## src/rtl/vga_timing_gen.sv

```systemverilog
// ============================================================================
// vga_timing_gen
//   VGA raster generator: h/v counters, pixel fetch requests and sync/colour
//   outputs aligned through a 3-stage pipeline.
//   Revision: 1.0
// ============================================================================
`default_nettype none

module vga_timing_gen #(
   parameter int H_DISPLAY   = 640,
   parameter int H_FRONT     = 16,
   parameter int H_SYNC      = 96,
   parameter int H_BACK      = 48,
   parameter int V_DISPLAY   = 480,
   parameter int V_FRONT     = 10,
   parameter int V_SYNC      = 2,
   parameter int V_BACK      = 33,
   parameter bit SYNC_ACTIVE = 1'b0,
   parameter int X_W         = 10,
   parameter int Y_W         = 10
) (
   input  logic           vga_clk,
   input  logic           vga_rst,
   input  logic           en,
   output logic           pix_req,
   output logic [X_W-1:0] pix_x,
   output logic [Y_W-1:0] pix_y,
   input  logic [11:0]    pix_rgb,
   output logic           vga_hSync,
   output logic           vga_vSync,
   output logic           vga_colorEn,
   output logic [3:0]     vga_color_r,
   output logic [3:0]     vga_color_g,
   output logic [3:0]     vga_color_b,
   output logic           frame_done,
   output logic [15:0]    frame_cnt,
   output logic           busy
);

   localparam int c_h_total = H_DISPLAY + H_FRONT + H_SYNC + H_BACK;
   localparam int c_v_total = V_DISPLAY + V_FRONT + V_SYNC + V_BACK;

   // Window bounds carry one extra bit so an end bound equal to the total still fits.
   localparam logic [X_W-1:0] c_h_last     = X_W'(c_h_total - 1);
   localparam logic [Y_W-1:0] c_v_last     = Y_W'(c_v_total - 1);
   localparam logic [X_W:0]   c_h_disp     = (X_W+1)'(H_DISPLAY);
   localparam logic [X_W:0]   c_hs_start   = (X_W+1)'(H_DISPLAY + H_FRONT);
   localparam logic [X_W:0]   c_hs_end     = (X_W+1)'(H_DISPLAY + H_FRONT + H_SYNC);
   localparam logic [Y_W:0]   c_v_disp     = (Y_W+1)'(V_DISPLAY);
   localparam logic [Y_W:0]   c_vs_start   = (Y_W+1)'(V_DISPLAY + V_FRONT);
   localparam logic [Y_W:0]   c_vs_end     = (Y_W+1)'(V_DISPLAY + V_FRONT + V_SYNC);
   localparam logic           c_sync_on    = SYNC_ACTIVE;
   localparam logic           c_sync_off   = ~SYNC_ACTIVE;

   typedef enum logic [1:0] {
      ST_IDLE = 2'd0,
      ST_RUN  = 2'd1,
      ST_STOP = 2'd2
   } state_t;

   // Stage 0 state
   state_t         state_q, state_d;
   logic [X_W-1:0] h_q, h_d;
   logic [Y_W-1:0] v_q, v_d;

   // Stage 1
   logic           pix_req_q, pix_req_d;
   logic [X_W-1:0] pix_x_q, pix_x_d;
   logic [Y_W-1:0] pix_y_q, pix_y_d;
   logic           vis1_q, vis1_d;
   logic           hs1_q, hs1_d;
   logic           vs1_q, vs1_d;

   // Stage 2
   logic           vis2_q, vis2_d;
   logic           hs2_q, hs2_d;
   logic           vs2_q, vs2_d;

   // Stage 3 / outputs
   logic           color_en_q, color_en_d;
   logic [11:0]    color_q, color_d;
   logic           hsync_q, hsync_d;
   logic           vsync_q, vsync_d;
   logic           frame_done_q, frame_done_d;
   logic [15:0]    frame_cnt_q, frame_cnt_d;

   logic           w_active;
   logic           w_h_wrap;
   logic           w_v_wrap;
   logic           w_last;
   logic           w_vis0;
   logic           w_hs0;
   logic           w_vs0;

   // Stage 0 decode: idle forces blank, inactive-sync values into the pipeline.
   always_comb begin
      w_active = (state_q != ST_IDLE);
      w_h_wrap = (h_q == c_h_last);
      w_v_wrap = (v_q == c_v_last);
      w_last   = w_active && w_h_wrap && w_v_wrap;
      w_vis0   = w_active && ({1'b0, h_q} < c_h_disp) && ({1'b0, v_q} < c_v_disp);
      w_hs0    = w_active && ({1'b0, h_q} >= c_hs_start) && ({1'b0, h_q} < c_hs_end);
      w_vs0    = w_active && ({1'b0, v_q} >= c_vs_start) && ({1'b0, v_q} < c_vs_end);
   end

   always_comb begin
      state_d = state_q;
      case (state_q)
         ST_IDLE: if (en) state_d = ST_RUN;
         ST_RUN:  if (!en) state_d = ST_STOP;
         ST_STOP: begin
            if (en) begin
               state_d = ST_RUN;
            end else if (w_last) begin
               state_d = ST_IDLE;
            end
         end
         default: state_d = ST_IDLE;
      endcase
   end

   always_comb begin
      h_d = '0;
      v_d = '0;
      if (w_active) begin
         h_d = w_h_wrap ? '0 : h_q + 1'b1;
         v_d = v_q;
         if (w_h_wrap) begin
            v_d = w_v_wrap ? '0 : v_q + 1'b1;
         end
      end
   end

   always_comb begin
      pix_req_d    = w_vis0;
      pix_x_d      = w_vis0 ? h_q : pix_x_q;
      pix_y_d      = w_vis0 ? v_q : pix_y_q;
      vis1_d       = w_vis0;
      hs1_d        = w_hs0;
      vs1_d        = w_vs0;

      vis2_d       = vis1_q;
      hs2_d        = hs1_q;
      vs2_d        = vs1_q;

      // pix_rgb belongs to the request issued two cycles earlier.
      color_en_d   = vis2_q;
      color_d      = vis2_q ? pix_rgb : 12'h000;
      hsync_d      = hs2_q ? c_sync_on : c_sync_off;
      vsync_d      = vs2_q ? c_sync_on : c_sync_off;

      frame_done_d = w_last;
      frame_cnt_d  = frame_cnt_q + 16'(w_last);
   end

   always_ff @(posedge vga_clk or posedge vga_rst) begin
      if (vga_rst) begin
         state_q      <= ST_IDLE;
         h_q          <= '0;
         v_q          <= '0;
         pix_req_q    <= 1'b0;
         pix_x_q      <= '0;
         pix_y_q      <= '0;
         vis1_q       <= 1'b0;
         hs1_q        <= 1'b0;
         vs1_q        <= 1'b0;
         vis2_q       <= 1'b0;
         hs2_q        <= 1'b0;
         vs2_q        <= 1'b0;
         color_en_q   <= 1'b0;
         color_q      <= 12'h000;
         hsync_q      <= c_sync_off;
         vsync_q      <= c_sync_off;
         frame_done_q <= 1'b0;
         frame_cnt_q  <= 16'h0000;
      end else begin
         state_q      <= state_d;
         h_q          <= h_d;
         v_q          <= v_d;
         pix_req_q    <= pix_req_d;
         pix_x_q      <= pix_x_d;
         pix_y_q      <= pix_y_d;
         vis1_q       <= vis1_d;
         hs1_q        <= hs1_d;
         vs1_q        <= vs1_d;
         vis2_q       <= vis2_d;
         hs2_q        <= hs2_d;
         vs2_q        <= vs2_d;
         color_en_q   <= color_en_d;
         color_q      <= color_d;
         hsync_q      <= hsync_d;
         vsync_q      <= vsync_d;
         frame_done_q <= frame_done_d;
         frame_cnt_q  <= frame_cnt_d;
      end
   end

   assign pix_req     = pix_req_q;
   assign pix_x       = pix_x_q;
   assign pix_y       = pix_y_q;
   assign vga_hSync   = hsync_q;
   assign vga_vSync   = vsync_q;
   assign vga_colorEn = color_en_q;
   assign vga_color_r = color_q[11:8];
   assign vga_color_g = color_q[7:4];
   assign vga_color_b = color_q[3:0];
   assign frame_done  = frame_done_q;
   assign frame_cnt   = frame_cnt_q;
   assign busy        = (state_q != ST_IDLE);

endmodule

`default_nettype wire

```

## config.mk

```make
export PLATFORM = sky130hd
export DESIGN_NAME = vga_timing_gen
export DESIGN_NICKNAME = d
export VERILOG_FILES = /design/src/rtl/vga_timing_gen.sv
export SDC_FILE = /design/constraint.sdc
export NUM_CORES = 1
export LEC_CHECK = 0
export CAP_MARGIN = 0
export CORE_ASPECT_RATIO = 0.8
export CORE_MARGIN = 3
export CORE_UTILIZATION = 54
export CTS_BUF_LIST = sky130_fd_sc_hd__clkbuf_2 sky130_fd_sc_hd__clkbuf_4 sky130_fd_sc_hd__clkbuf_8
export DETAILED_ROUTE_END_ITERATION = 10
export GPL_TIMING_DRIVEN = 0
export MAX_ROUTING_LAYER = met4
export PLACE_DENSITY = 0.84
export SLEW_MARGIN = 10
export SYNTH_ARGS = -nofsm -noshare
export SYNTH_HDL_FRONTEND = slang
export SYNTH_SLANG_ARGS = --single-unit
```

## constraint.sdc

```tcl
create_clock -name vga_clk -period 4 [get_ports vga_clk]
set_clock_uncertainty 0.1 [all_clocks]
set_input_delay 0.4 -clock vga_clk [delete_from_list [all_inputs] [get_ports vga_clk]]
set_output_delay 0.4 -clock vga_clk [all_outputs]
set_load 0.02 [all_outputs]
```

==> summary.txt <==
main combinational cell family by area after synthesis -> simple AND/OR/NAND/NOR gates
RSZ-0062 raised after global routing -> no
die width -> 93.36 um
fin crit period -> 2.575 ns
post_cts resized -> 0
Worst-path clk slew -> 0.08 ns
post-synth top area cell -> dfrtp_1
Hold Path Class -> flip-flop to flip-flop
count leader, synth -> dfrtp_1
asr flop ratio synth -> 1.000
fmax -> 388.4 MHz
CTS buffer count -> 9
setup bufs post-CTS -> 0
Flop pwr share -> 0.533
Core Area -> 5675 um2
vias per inst -> 5.290
top post-synthesis cells by area -> dfrtp_1, mux2_2, xnor2_1
Worst setup SP type -> flip-flop
syn_nets -> 292
FILL cells -> 368
FP Rows -> 24
clock buffer depth -> 2
Yosys cell types -> 37
Vias -> 2296
Max-Cap Viols -> 0
Initial Util -> 0.5809
prevailing post-synth register cell -> dfrtp_1
worst slack at placement -> 1.424 ns
crit path capture type -> flip-flop
smallest setup slack after layout -> 1.425 ns
total track usage -> 0.2126
layout net count -> 372
crit share post-route -> 0.6437
Initial DRC Count -> 140
Slew Viols, Final -> 0
Worst slew margin -> 0.6478
Avg Inst Size Synth -> 12.17 um2
Worst Tran Pin Value -> 0.5263 ns
largest net degree at the start of global routing -> 59
post-synthesis sequential area ratio -> 0.6080
Net Switching -> 0.3969 mW
I/O Pins -> 69
Synth Area in XOR/XNOR -> 0.06110
first-pass GRT wire length -> 11010 um
Final setup viols -> 0
Routed Antenna Nets -> 0
finished layout cell area -> 4304 um2
initial antenna violation count -> 0
total negative slack -> 0 ns
adder-cell share of the synthesized area -> 0.02277
Post-DP Area -> 4105 um2
Hold WS -> 0.2440 ns
# diodes -> 0
hold bufs inserted after CTS -> 0
clock power share -> 0.365
Worst Path Max Fanout -> 7
CTS sink cnt -> 80
routability congestion estimate -> 0.9040
Int Pwr -> 1.216 mW
Switching Fraction -> 0.2461
die area -> 7085 um2
Post-Route WL -> 6496 um
Setup CP Type -> flip-flop to flip-flop
root buf cell -> clkbuf_8
post-DP HPWL -> 4549 um
Layout Area Growth over Synthesis -> 30.55%
synth warn -> 0
arrival time worst endpoint -> 2.72 ns
EDFF count, synth -> 0
post-synthesis compound-gate area fraction -> 0.04288
register bit total from synthesis -> 80
TritonCTS clock tree -> done
multiplexer share of the synthesized area -> 0.06490
IR Drop Worst-Case VDD -> 0.0002725 V
top cells by count, synth -> dfrtp_1, mux2_2, nor2_1
routed len/inst -> 14.97 um
leakage power -> 1.963 nW
vias in the first global route -> 2301
Clock Latency Late Sink -> 0.35 ns
Synth Instances -> 271
H-tree depth -> 3
first-pass iteration count of the detailed router -> 4
PD cells -> 374.7 nW/um2
Synth Area in Simple Gates -> 0.1605
Final Hold Fails -> 0
Req. time, crit path -> 4.14 ns
Mapped Area -> 3297 um2
DR DRC count -> 0
number of port buffers -> 68
area share of the largest cell type after synthesis -> 0.5920
status -> completed
combinational power share -> 0.102
layout cells sized above 1 -> 0.1404
Die H -> 75.89 um
GR Overflow Total -> 0
path summary, 6_finish.rpt:
path / start / slack (ns) / end / depth (start not counted)
hold / removal: vs2_q / 0.24 / vga_vSync / 1
setup / recovery: h_q[0] / 1.43 / frame_cnt[15] / 10
hold reg to reg: vs2_q / 0.24 / vga_vSync / 1
setup reg to reg: h_q[0] / 1.43 / frame_cnt[15] / 10
max in group asynchronous: vga_rst / 2.93 / vga_vSync / 3
min in group asynchronous: vga_rst / 0.26 / color_q[7] / 2
metrics by stage:
stage               power, mW  std cells  utilization
floorplan              0.9592        271            -
global placement        1.033        417       0.7180
detailed placement      1.042        418       0.7233
CTS                     1.634        434       0.7584
global route            1.685        434       0.7584
finish                  1.613        434       0.7584
metal layers:
| layer | track usage | vias up | routed length (um) |
|---|---|---|---|
| met1 | 0.2702 | 1096 | 2947 |
| met5 | - | - | 0 |
| met4 | 0.08130 | 0 | 122 |
| li1 | - | 1087 | - |
| met2 | 0.3328 | 98 | 2991 |
| met3 | 0.05528 | 15 | 435 |
registers in the layout (all words and copies together) (netlist names):
register and flops:
vis1_q 1, color_q 12, hs2_q 1, pix_y 10, h_q 10, pix_x 10, color_en_d 1, vs2_q 1
vga_hSync 1, v_q 10, hs1_q 1, frame_done 1, state_q 2, vga_colorEn 1, vga_vSync 1, vs1_q 1
frame_cnt 16
logic make-up after synthesis:
group                      Yosys count
muxes                               19
DFF                                 80
xor gates and xnor gates            23
AOI/OAI and AO/OA                   21
buffers and inverters               27
and+or+nand+nor                     95
adders and majority gates            6
layout by cell type (no fill, tap or decap), types with 3 or more instances in the layout:
master            n
xor2_1           10
a31oi_1           8
mux2_2           19
and3_1            6
nor2_1           18
clkdlybuf4s50_1  68
nand2_1          14
and4_1            4
nand4_1          10
inv_1            14
buf_2             5
dfrtp_1          78
xnor2_1          13
o21ai_0           3
clkbuf_8          9
and2_1           14
nand3b_1          3
nand3_1          16
ha_1              6
o211ai_1          3
clkbuf_1          3
area by class of cell:
class	instances	area, um2	area share
Buffer	12	75.07	0.01744
Clock buffer	10	131.4	0.03052
Clock inverter	6	67.56	0.01570
Inverter	15	58.81	0.01366
Multi-Input combinational cell	164	1161	0.2698
Sequential cell	80	2004	0.4657
Tap cell	78	97.59	0.02267
Timing Repair Buffer	69	708.2	0.1645
critical path, stage by stage, from the launching register on:
cell	delay [ns]
dfrtp_1	0.45
ha_1	0.23
and4_1	0.25
and4bb_1	0.22
buf_6	0.13
and2b_1	0.17
ha_1	0.23
nand2_1	0.09
and4bb_2	0.34
nand4_1	0.12
xnor2_1	0.13
power by group through the flow:
stage               logic, mW  registers (mW)  clock network, mW
CTS                     0.169           0.859              0.606
global route            0.181           0.864              0.641
detailed placement      0.167           0.875                  0
finish                  0.165           0.859              0.588
global placement        0.159           0.874                  0
floorplan              0.0620           0.897                  0
(Power assumes the default switching activity.)
